===== src/rtl/gs_mix_dac_if.sv =====
// GS channel samples/volumes in, stereo PCM mix and 1-bit sigma-delta streams out.
// master drives the channel registers; slave is the mixer.
interface gs_mix_dac_if;
  logic               ena;
  logic [7:0]         dac0, dac1, dac2, dac3;
  logic [5:0]         vol0, vol1, vol2, vol3;
  logic signed [14:0] pcm_l, pcm_r;
  logic               sample_valid;
  logic               busy;
  logic               dac_l, dac_r;

  modport master (
    output ena, dac0, dac1, dac2, dac3, vol0, vol1, vol2, vol3,
    input  pcm_l, pcm_r, sample_valid, busy, dac_l, dac_r
  );

  modport slave (
    input  ena, dac0, dac1, dac2, dac3, vol0, vol1, vol2, vol3,
    output pcm_l, pcm_r, sample_valid, busy, dac_l, dac_r
  );
endinterface


===== src/rtl/gs_mix_dac.sv =====
// Volume-scaled stereo mix of the four GS channels via a serial shift-add MAC, plus first-order sigma-delta DACs.
// Latency: tick -> 24 MUL cycles -> UPDATE (sample_valid) -> new pcm one cycle later; sigma-delta follows pcm next cycle.
// No backpressure: sample_valid is a one-cycle strobe, inputs are snapshotted on tick and never stalled.
module gs_mix_dac #(
  parameter int unsigned SAMPLE_DIV = 512
) (
  input  logic        clk32,
  input  logic        rst,
  gs_mix_dac_if.slave mix
);

  typedef enum logic [1:0] {IDLE, MUL, UPDATE} state_t;

  state_t             state, state_nxt;
  logic [15:0]        div_cnt;
  logic               tick;
  logic signed [7:0]  s_sh   [4];
  logic [5:0]         vol_sh [4];
  logic [1:0]         ch;
  logic [2:0]         bit_idx;
  logic               mul_last;
  logic               add_en;
  logic signed [7:0]  s_cur;
  logic signed [15:0] addend;
  logic signed [15:0] acc_l, acc_r;
  logic signed [14:0] pcm_l_q, pcm_r_q;
  logic [14:0]        u_l, u_r;
  logic [14:0]        sd_acc_l, sd_acc_r;
  logic               dac_l_q, dac_r_q;

  assign tick     = (div_cnt == 16'(SAMPLE_DIV - 1));
  assign mul_last = (ch == 2'd3) && (bit_idx == 3'd5);

  always_ff @(posedge clk32) begin
    if (rst || tick) div_cnt <= '0;
    else             div_cnt <= div_cnt + 16'd1;
  end

  always_ff @(posedge clk32) begin
    if (rst) state <= IDLE;
    else     state <= state_nxt;
  end

  always_comb begin
    state_nxt = state;
    unique case (state)
      IDLE:    if (tick) state_nxt = MUL;
      MUL:     if (mul_last) state_nxt = UPDATE;
      UPDATE:  state_nxt = IDLE;
      default: state_nxt = IDLE;
    endcase
  end

  // One volume bit per cycle: the partial product is the sample shifted by the bit position.
  always_comb begin
    s_cur  = s_sh[ch];
    add_en = vol_sh[ch][bit_idx];
    addend = {{8{s_cur[7]}}, s_cur} <<< bit_idx;
  end

  always_ff @(posedge clk32) begin
    if (rst) begin
      acc_l   <= '0;
      acc_r   <= '0;
      ch      <= '0;
      bit_idx <= '0;
      for (int i = 0; i < 4; i++) begin
        s_sh[i]   <= '0;
        vol_sh[i] <= '0;
      end
    end else begin
      unique case (state)
        IDLE: if (tick) begin
          // Flipping the MSB of offset-binary gives dac - 128 in two's complement.
          s_sh[0]   <= mix.dac0 ^ 8'h80;
          s_sh[1]   <= mix.dac1 ^ 8'h80;
          s_sh[2]   <= mix.dac2 ^ 8'h80;
          s_sh[3]   <= mix.dac3 ^ 8'h80;
          vol_sh[0] <= mix.vol0;
          vol_sh[1] <= mix.vol1;
          vol_sh[2] <= mix.vol2;
          vol_sh[3] <= mix.vol3;
          acc_l     <= '0;
          acc_r     <= '0;
          ch        <= '0;
          bit_idx   <= '0;
        end
        MUL: begin
          if (add_en) begin
            if (!ch[1]) acc_l <= acc_l + addend;
            else        acc_r <= acc_r + addend;
          end
          if (bit_idx == 3'd5) begin
            bit_idx <= '0;
            ch      <= ch + 2'd1;
          end else begin
            bit_idx <= bit_idx + 3'd1;
          end
        end
        default: ;
      endcase
    end
  end

  always_ff @(posedge clk32) begin
    if (rst) begin
      pcm_l_q <= '0;
      pcm_r_q <= '0;
    end else if (state == UPDATE) begin
      pcm_l_q <= mix.ena ? acc_l[14:0] : 15'sd0;
      pcm_r_q <= mix.ena ? acc_r[14:0] : 15'sd0;
    end
  end

  // pcm + 16384 is the same as inverting the sign bit.
  assign u_l = {~pcm_l_q[14], pcm_l_q[13:0]};
  assign u_r = {~pcm_r_q[14], pcm_r_q[13:0]};

  always_ff @(posedge clk32) begin
    if (rst) begin
      sd_acc_l <= '0;
      sd_acc_r <= '0;
      dac_l_q  <= 1'b0;
      dac_r_q  <= 1'b0;
    end else begin
      {dac_l_q, sd_acc_l} <= {1'b0, sd_acc_l} + {1'b0, u_l};
      {dac_r_q, sd_acc_r} <= {1'b0, sd_acc_r} + {1'b0, u_r};
    end
  end

  assign mix.pcm_l        = pcm_l_q;
  assign mix.pcm_r        = pcm_r_q;
  assign mix.sample_valid = (state == UPDATE);
  assign mix.busy         = (state != IDLE);
  assign mix.dac_l        = dac_l_q;
  assign mix.dac_r        = dac_r_q;

endmodule

===== src/flat_wrapper.sv =====
// flat-port wrapper written by rule: the top's interface ports become plain ports
module gs_mix_dac_flat 
#(
  parameter int unsigned SAMPLE_DIV = 512
)
  (clk32, rst, mix_ena, mix_dac0, mix_dac1, mix_dac2, mix_dac3, mix_vol0, mix_vol1, mix_vol2, mix_vol3, mix_pcm_l, mix_pcm_r, mix_sample_valid, mix_busy, mix_dac_l, mix_dac_r);
  gs_mix_dac_if mix_i ();
  input  logic clk32;
  input  logic rst;
  input wire logic [$bits(mix_i.ena)-1:0] mix_ena;
  input wire logic [$bits(mix_i.dac0)-1:0] mix_dac0;
  input wire logic [$bits(mix_i.dac1)-1:0] mix_dac1;
  input wire logic [$bits(mix_i.dac2)-1:0] mix_dac2;
  input wire logic [$bits(mix_i.dac3)-1:0] mix_dac3;
  input wire logic [$bits(mix_i.vol0)-1:0] mix_vol0;
  input wire logic [$bits(mix_i.vol1)-1:0] mix_vol1;
  input wire logic [$bits(mix_i.vol2)-1:0] mix_vol2;
  input wire logic [$bits(mix_i.vol3)-1:0] mix_vol3;
  output wire logic [$bits(mix_i.pcm_l)-1:0] mix_pcm_l;
  output wire logic [$bits(mix_i.pcm_r)-1:0] mix_pcm_r;
  output wire logic [$bits(mix_i.sample_valid)-1:0] mix_sample_valid;
  output wire logic [$bits(mix_i.busy)-1:0] mix_busy;
  output wire logic [$bits(mix_i.dac_l)-1:0] mix_dac_l;
  output wire logic [$bits(mix_i.dac_r)-1:0] mix_dac_r;
  assign mix_i.ena = mix_ena;
  assign mix_i.dac0 = mix_dac0;
  assign mix_i.dac1 = mix_dac1;
  assign mix_i.dac2 = mix_dac2;
  assign mix_i.dac3 = mix_dac3;
  assign mix_i.vol0 = mix_vol0;
  assign mix_i.vol1 = mix_vol1;
  assign mix_i.vol2 = mix_vol2;
  assign mix_i.vol3 = mix_vol3;
  assign mix_pcm_l = mix_i.pcm_l;
  assign mix_pcm_r = mix_i.pcm_r;
  assign mix_sample_valid = mix_i.sample_valid;
  assign mix_busy = mix_i.busy;
  assign mix_dac_l = mix_i.dac_l;
  assign mix_dac_r = mix_i.dac_r;
  gs_mix_dac #(.SAMPLE_DIV(SAMPLE_DIV)) u_core (.clk32(clk32), .rst(rst), .mix(mix_i));
endmodule

===== config.mk =====
export PLATFORM = sky130hd
export DESIGN_NAME = gs_mix_dac_flat
export DESIGN_NICKNAME = d
export VERILOG_FILES = /design/src/rtl/gs_mix_dac_if.sv /design/src/rtl/gs_mix_dac.sv /design/src/flat_wrapper.sv
export SDC_FILE = /design/constraint.sdc
export NUM_CORES = 1
export LEC_CHECK = 0
export ABC_AREA = 1
export CORE_MARGIN = 3
export CORE_UTILIZATION = 55
export CTS_CLUSTER_SIZE = 25
export DETAILED_ROUTE_END_ITERATION = 10
export PLACE_DENSITY = 0.85
export REMOVE_ABC_BUFFERS = 1
export SYNTH_ARGS = -nofsm -noshare
export SYNTH_HDL_FRONTEND = slang
export SYNTH_SLANG_ARGS = --single-unit

===== constraint.sdc =====
create_clock -name clk32 -period 3.7 [get_ports clk32]
set_input_delay 0.555 -clock clk32 [delete_from_list [all_inputs] [get_ports clk32]]
set_output_delay 0.555 -clock clk32 [all_outputs]
set_load 0.05 [all_outputs]

==> Yosys cells after proc, flatten, opt, wreduce, memory -nomap -nowiden <==
Memories as Yosys holds them, arrays and structs flattened. A register that Yosys moved wholly into a read port is not among the register bits.
Index checks and enable logic that the tools add are counted.
Widths: inputs -> output; s select.
{ "op_classes": {"n_addsub": 7, "magnitude_cmp": 1, "eq_ne": 11, "shift": 1, "muxes": 38, "n_bitwise": 14, "reduce_logical": 10} }
{ "ops": {"columns": ["op", "count"], "rows": [
  ["$mux 16", 5],
  ["$pmux 16 s2", 2],
  ["$add 15x15->16", 2],
  ["$add 16x16->16", 2],
  ["$mux 8", 4],
  ["$mux 15", 2],
  ["$mux 6", 4],
  ["$add 16x1->16 const B", 1],
  ["$eq 16x9->1 const B", 1],
  ["$mux 2", 8],
  ["$sshl 16x3->16", 1],
  ["$ne 2x1->1 const B", 5],
  ["$or 1x1->1", 8],
  ["$pmux 2 s2", 2],
  ["$reduce_and 4->1", 2],
  ["$mux 1", 7],
  ["$mux 3", 2],
  ["$not 1->1", 6],
  ["$pmux 3 s2", 1],
  ["$eq 2x2->1 const B", 2],
  ["$lt 3x4->1 const B", 1],
  ["$reduce_and 2->1", 2],
  ["$reduce_bool 2->1", 2],
  ["$add 3x1->3 const B", 1],
  ["other kinds (9)", 9]
]} }
{ "totals": {"regBits": 117, "mem_bits_rw": 56, "input_bits": 59, "output_inout_bits": 34, "wordCells": 96, "memories": 2} }
{ "memory_table": {"columns": ["memory", "depth", "width", "rd", "rd_clocked_by_memory_dff", "wr", "line_no", "text"], "rows": [
  ["u_core.s_sh", 4, 8, 1, 1, 4, "gs_mix_dac.sv:17", "logic signed [7:0] s_sh [4];"],
  ["u_core.vol_sh", 4, 6, 1, 1, 4, "gs_mix_dac.sv:18", "logic [5:0] vol_sh [4];"]
]} }

==> Logic depth before layout (Yosys ltp) <==
{ "depth": {"word_depth": 6, "ltp_mapped": 20, "ltp_nobuf": 20} }

==> Least setup slack after synthesis <==
OpenSTA, ideal clock, no wires.
{ "synth_timing": {"path_kind": "reg-to-reg", "from": "register with a tool-made name", "to": "register u_core.acc_l[14]", "arrival_time_ps": 2951, "t_required_ps": 3568, "path_slack_ps": 617, "stages_incl_launch_ff": 19, "n_path_buf": 3, "synth_period_minus_slack_ps": 3083, "path_cell_list": "dfxtp_1 buf_4 buf_4 clkbuf_1 nand2_1 a32o_1 nor2_1 a31oi_1 nand2_1 o21ai_0 mux2i_1 ha_1 a21oi_1 o21a_1 nor2_1 a2111oi_0 nand3_1 nand3_1 a21oi_1"} }
{ "synth_rtl": {"columns": ["item", "line_no", "text"], "rows": [
  ["end signal, assigned", "gs_mix_dac.sv:90", "if (!ch[1]) acc_l <= acc_l + addend;"],
  ["end, declared", "gs_mix_dac.sv:25", "logic signed [15:0] acc_l, acc_r;"]
]} }

==> PnR_summary.wiki <==
{| class="wikitable"
! Metric !! Value
|-
| Outcome || complete, no violations
|-
| Commonest non-fill, non-tap cell in the layout || sky130_fd_sc_hd__nand2_1
|-
| Number of CTS-inserted buffers || 17
|-
| Maximum fanout along the worst path || 22
|-
| Core footprint || 16700 um^2
|-
| TritonCTS clock tree || yes
|-
| Number of rows created at floorplan || 47
|-
| Height of the chip || between 100 and 150 um
|-
| Asr flop ratio synth || 0%
|-
| Capturing point of the worst reg2reg path || u_core.acc_l[14]
|-
| Count of unique library cells instantiated by Yosys || 53
|-
| Slew HR || 23.00%
|-
| Final weighted congestion of routability-driven global placement || between 0.9 and 1
|-
| Clock sink count || between 150 and 200
|-
| Achievable frequency || roughly 300 MHz
|-
| Arrival time reported for the critical path endpoint || around 3700 ps
|-
| Utilization after layout || about two thirds
|-
| Critical path endpoint category || register
|-
| Largest clock skew in the final design || 14.16 ps
|-
| Main synth FF type || sky130_fd_sc_hd__dfxtp_1
|-
| # setup viols final || 0
|-
| Synthesized area || 9469 um^2
|-
| Cell count of the worst reg-to-reg path || 14
|-
| Finished Cell Area || around 11000 um^2
|-
| Initial antenna violation count || 0
|-
| Average routed wire per standard cell || approximately 14 um
|-
| Worst-case setup slack after placement || about 330 ps
|-
| Final total power || ~4.0 mW
|-
| Final count of hold timing violations || 0
|-
| Fill cells || ~1.4k
|-
| Die extent in x || between 100 and 150 um
|-
| Path class of the lowest-slack min-delay path || reg -> reg
|-
| Max Root-Sink Buffers || 2
|-
| Sort of element at the start of the critical path || register
|-
| HPWL Detailed || between 15000 and 20000 um
|-
| Number of synthesized flops with an enable pin || between 50 and 60
|-
| Number of cells produced by synthesis || ~1.2k
|-
| Congestion Overflow GR || 0
|-
| Start point of the worst hold path || u_core.div_cnt[0]
|-
| Number of max-slew violations in the final report || 0
|-
| Top library cells by usage in the layout, fill and taps aside || sky130_fd_sc_hd__nand2_1 (245), sky130_fd_sc_hd__inv_1 (144), sky130_fd_sc_hd__a21oi_1 (144), sky130_fd_sc_hd__nor2_1 (118), sky130_fd_sc_hd__dfxtp_1 (117)
|-
| Hold Crit Endpoint || u_core.div_cnt[0]
|-
| Final setup TNS || 0 ps
|-
| Global-route wire length before repair || 37230 um
|-
| Register-to-Register Setup Slack || between 300 and 400 ps
|-
| Largest net degree at the start of global routing || 77
|-
| Die footprint || 18830 um^2
|-
| Min Tclk post-route || ~3400 ps
|-
| Number of stages on the worst hold path || 1
|-
| Synthesis-stage register bit count || ~170
|-
| Total global-route track usage || 24.58%
|-
| Remaining design rule violation count || 0
|-
| Fraction of layout cells with a size suffix above 1 || 5.689%
|-
| Vias in the first global route || between 8k and 9k
|-
| Worst Path Required || 3980 ps
|-
| Area Overhead vs Synth || 18.17%
|-
| Via-per-instance ratio || roughly 5.4
|-
| Remaining antenna violation count || 0
|-
| Power density over the cells || 360.8 nW/um^2
|-
| Number of design-rule violations left by the first detailed-router iteration || ~670
|-
| Worst-case hold slack || between 400 and 500 ps
|-
| Synth warn || 0
|-
| Hold buffer count at CTS || 0
|-
| Starting density of the core || roughly 57%
|-
| Slew at the pin with the worst max-slew slack || 1151 ps
|-
| Setup slack of the critical path after layout || around 320 ps
|-
| First drt pass iteration count || 6
|-
| Highest ir drop seen on vdd || 0.4196 mV
|-
| Non-filler instance count after layout || approximately 1.6k
|-
| ANT cells || 0
|-
| Number of input and output port buffers inserted || slightly above 90
|-
| Max Cap Violations || 0
|-
| Category of the most critical setup path || reg -> reg
|-
| Total Wirelength || 22450 um
|-
| Root cell of the clock tree || sky130_fd_sc_hd__clkbuf_16
|-
| Tcrit/Tclk final || ~91%
|-
| Cell area reported after detailed placement || approximately 11000 um^2
|-
| DP Cell Count || about 1.5k
|-
| Post-Synthesis Mean Instance Area || around 7.6 um^2
|-
| Net total in the final layout || ~1.4k
|-
| Static leakage power || 4.808 nW
|-
| Total vias in the final route || 8439
|-
| Sequential area share after synthesis || 42.49%
|-
| Post-CTS clock slew at the launch and capture registers of the worst setup and hold paths || about 70 ps
|-
| Worst-skew pair later-pin latency || ~440 ps
|-
| Clock H-tree levels || 4
|-
| Boundary pin count || a little over 90
|}
## how the worst max path moves through the flow
stage	to	slack (ps)	startpoint
after floorplan	u_core.mix.pcm_l[14]	180	u_core.state[1]
after global placement	u_core.acc_l[14]	410	register
after detailed placement	u_core.acc_l[14]	330	register
after CTS	u_core.acc_l[14]	320	register
after global routing	u_core.acc_l[14]	-10	register
final	u_core.acc_l[14]	320	register
## what timing repair did
| item | in CTS | in global routing |
|---|---|---|
| endpoints found under the setup margin | 0 | 3 |
| setup buffers | 0 | 1 |
| resized for setup | 0 | 5 |
## cell usage after synthesis (all sizes together) (7+ instances only)
cell type	number	area (um^2)
a211oi	9	67.56
a21oi	144	720.7
buf	10	66.30
clkbuf	34	127.6
dfxtp	117	2342
edfxtp	56	1682
ha	58	725.7
inv	147	551.8
nand2	250	953.4
nand3	115	575.6
nand4	10	62.56
nor2	124	493.0
nor3	16	91.34
o21a	7	52.55
o21ai	67	335.3
o21bai	7	52.55
or2	10	62.56
## critical path, stage by stage (launching register included)
cell and delay, ps:
sky130_fd_sc_hd__dfxtp_1 510, sky130_fd_sc_hd__buf_6 240, sky130_fd_sc_hd__a21oi_1 100, sky130_fd_sc_hd__a32o_1 240
sky130_fd_sc_hd__o21ai_0 230, sky130_fd_sc_hd__o21ai_0 160, sky130_fd_sc_hd__mux2i_1 340, sky130_fd_sc_hd__ha_1 350
sky130_fd_sc_hd__a21oi_1 190, sky130_fd_sc_hd__o21a_1 180, sky130_fd_sc_hd__nor2_1 50, sky130_fd_sc_hd__a2111oi_1 340
sky130_fd_sc_hd__nand3_1 130, sky130_fd_sc_hd__nand3_1 100, sky130_fd_sc_hd__a21oi_1 60
## registers in the layout, indices dropped and copies added, names as in the netlist, 2 cells and up, named ones only
signal and count:
u_core.ch 2, u_core.bit_idx 3, u_core.mix.pcm_l 15, u_core.sd_acc_r 15
u_core.state 2, u_core.acc_l 15, u_core.div_cnt 16, u_core.vol_sh 24
u_core.sd_acc_l 15, u_core.s_sh 32, u_core.acc_r 15, u_core.mix.pcm_r 15
## power by group
part	leakage, nW	switching, mW	total (mW)	internal (mW)
Clock	0.285	0.775	1.79	1.02
Sequential	1.47	0.0142	2.01	1.99
Combinational	3.05	0.135	0.240	0.105
Total	4.81	0.924	4.04	3.11
## logic make-up after synthesis
logic type      share of synthesized area [%]
simple gates                            24.88
compound gates                          15.71
buf+inv                                 7.954
flops                                   42.49
fa+ha+maj                               8.087
xor+xnor                               0.5550
mux                                    0.3171
## area by class of cell
type / count / area (um^2) / area share, %
multi-input cells: 874 / 4703 / 42.03
repair buffers: 108 / 1040 / 9.292
clock buffers: 20 / 436.7 / 3.902
clock inverters: 12 / 148.9 / 1.331
flip-flops and latches: 173 / 4024 / 35.96
inverters: 149 / 561.8 / 5.021
well taps: 220 / 275.3 / 2.460
## layer usage
layer  part of all wire, %  track usage (%)  up-vias
met5                     0                0        -
met4                   2.1            8.370        0
met3                   5.2            4.091       39
met2                    48            42.70      256
met1                    45            31.07     3811
li1                      -                -     4333
(Power assumes the default switching activity.)
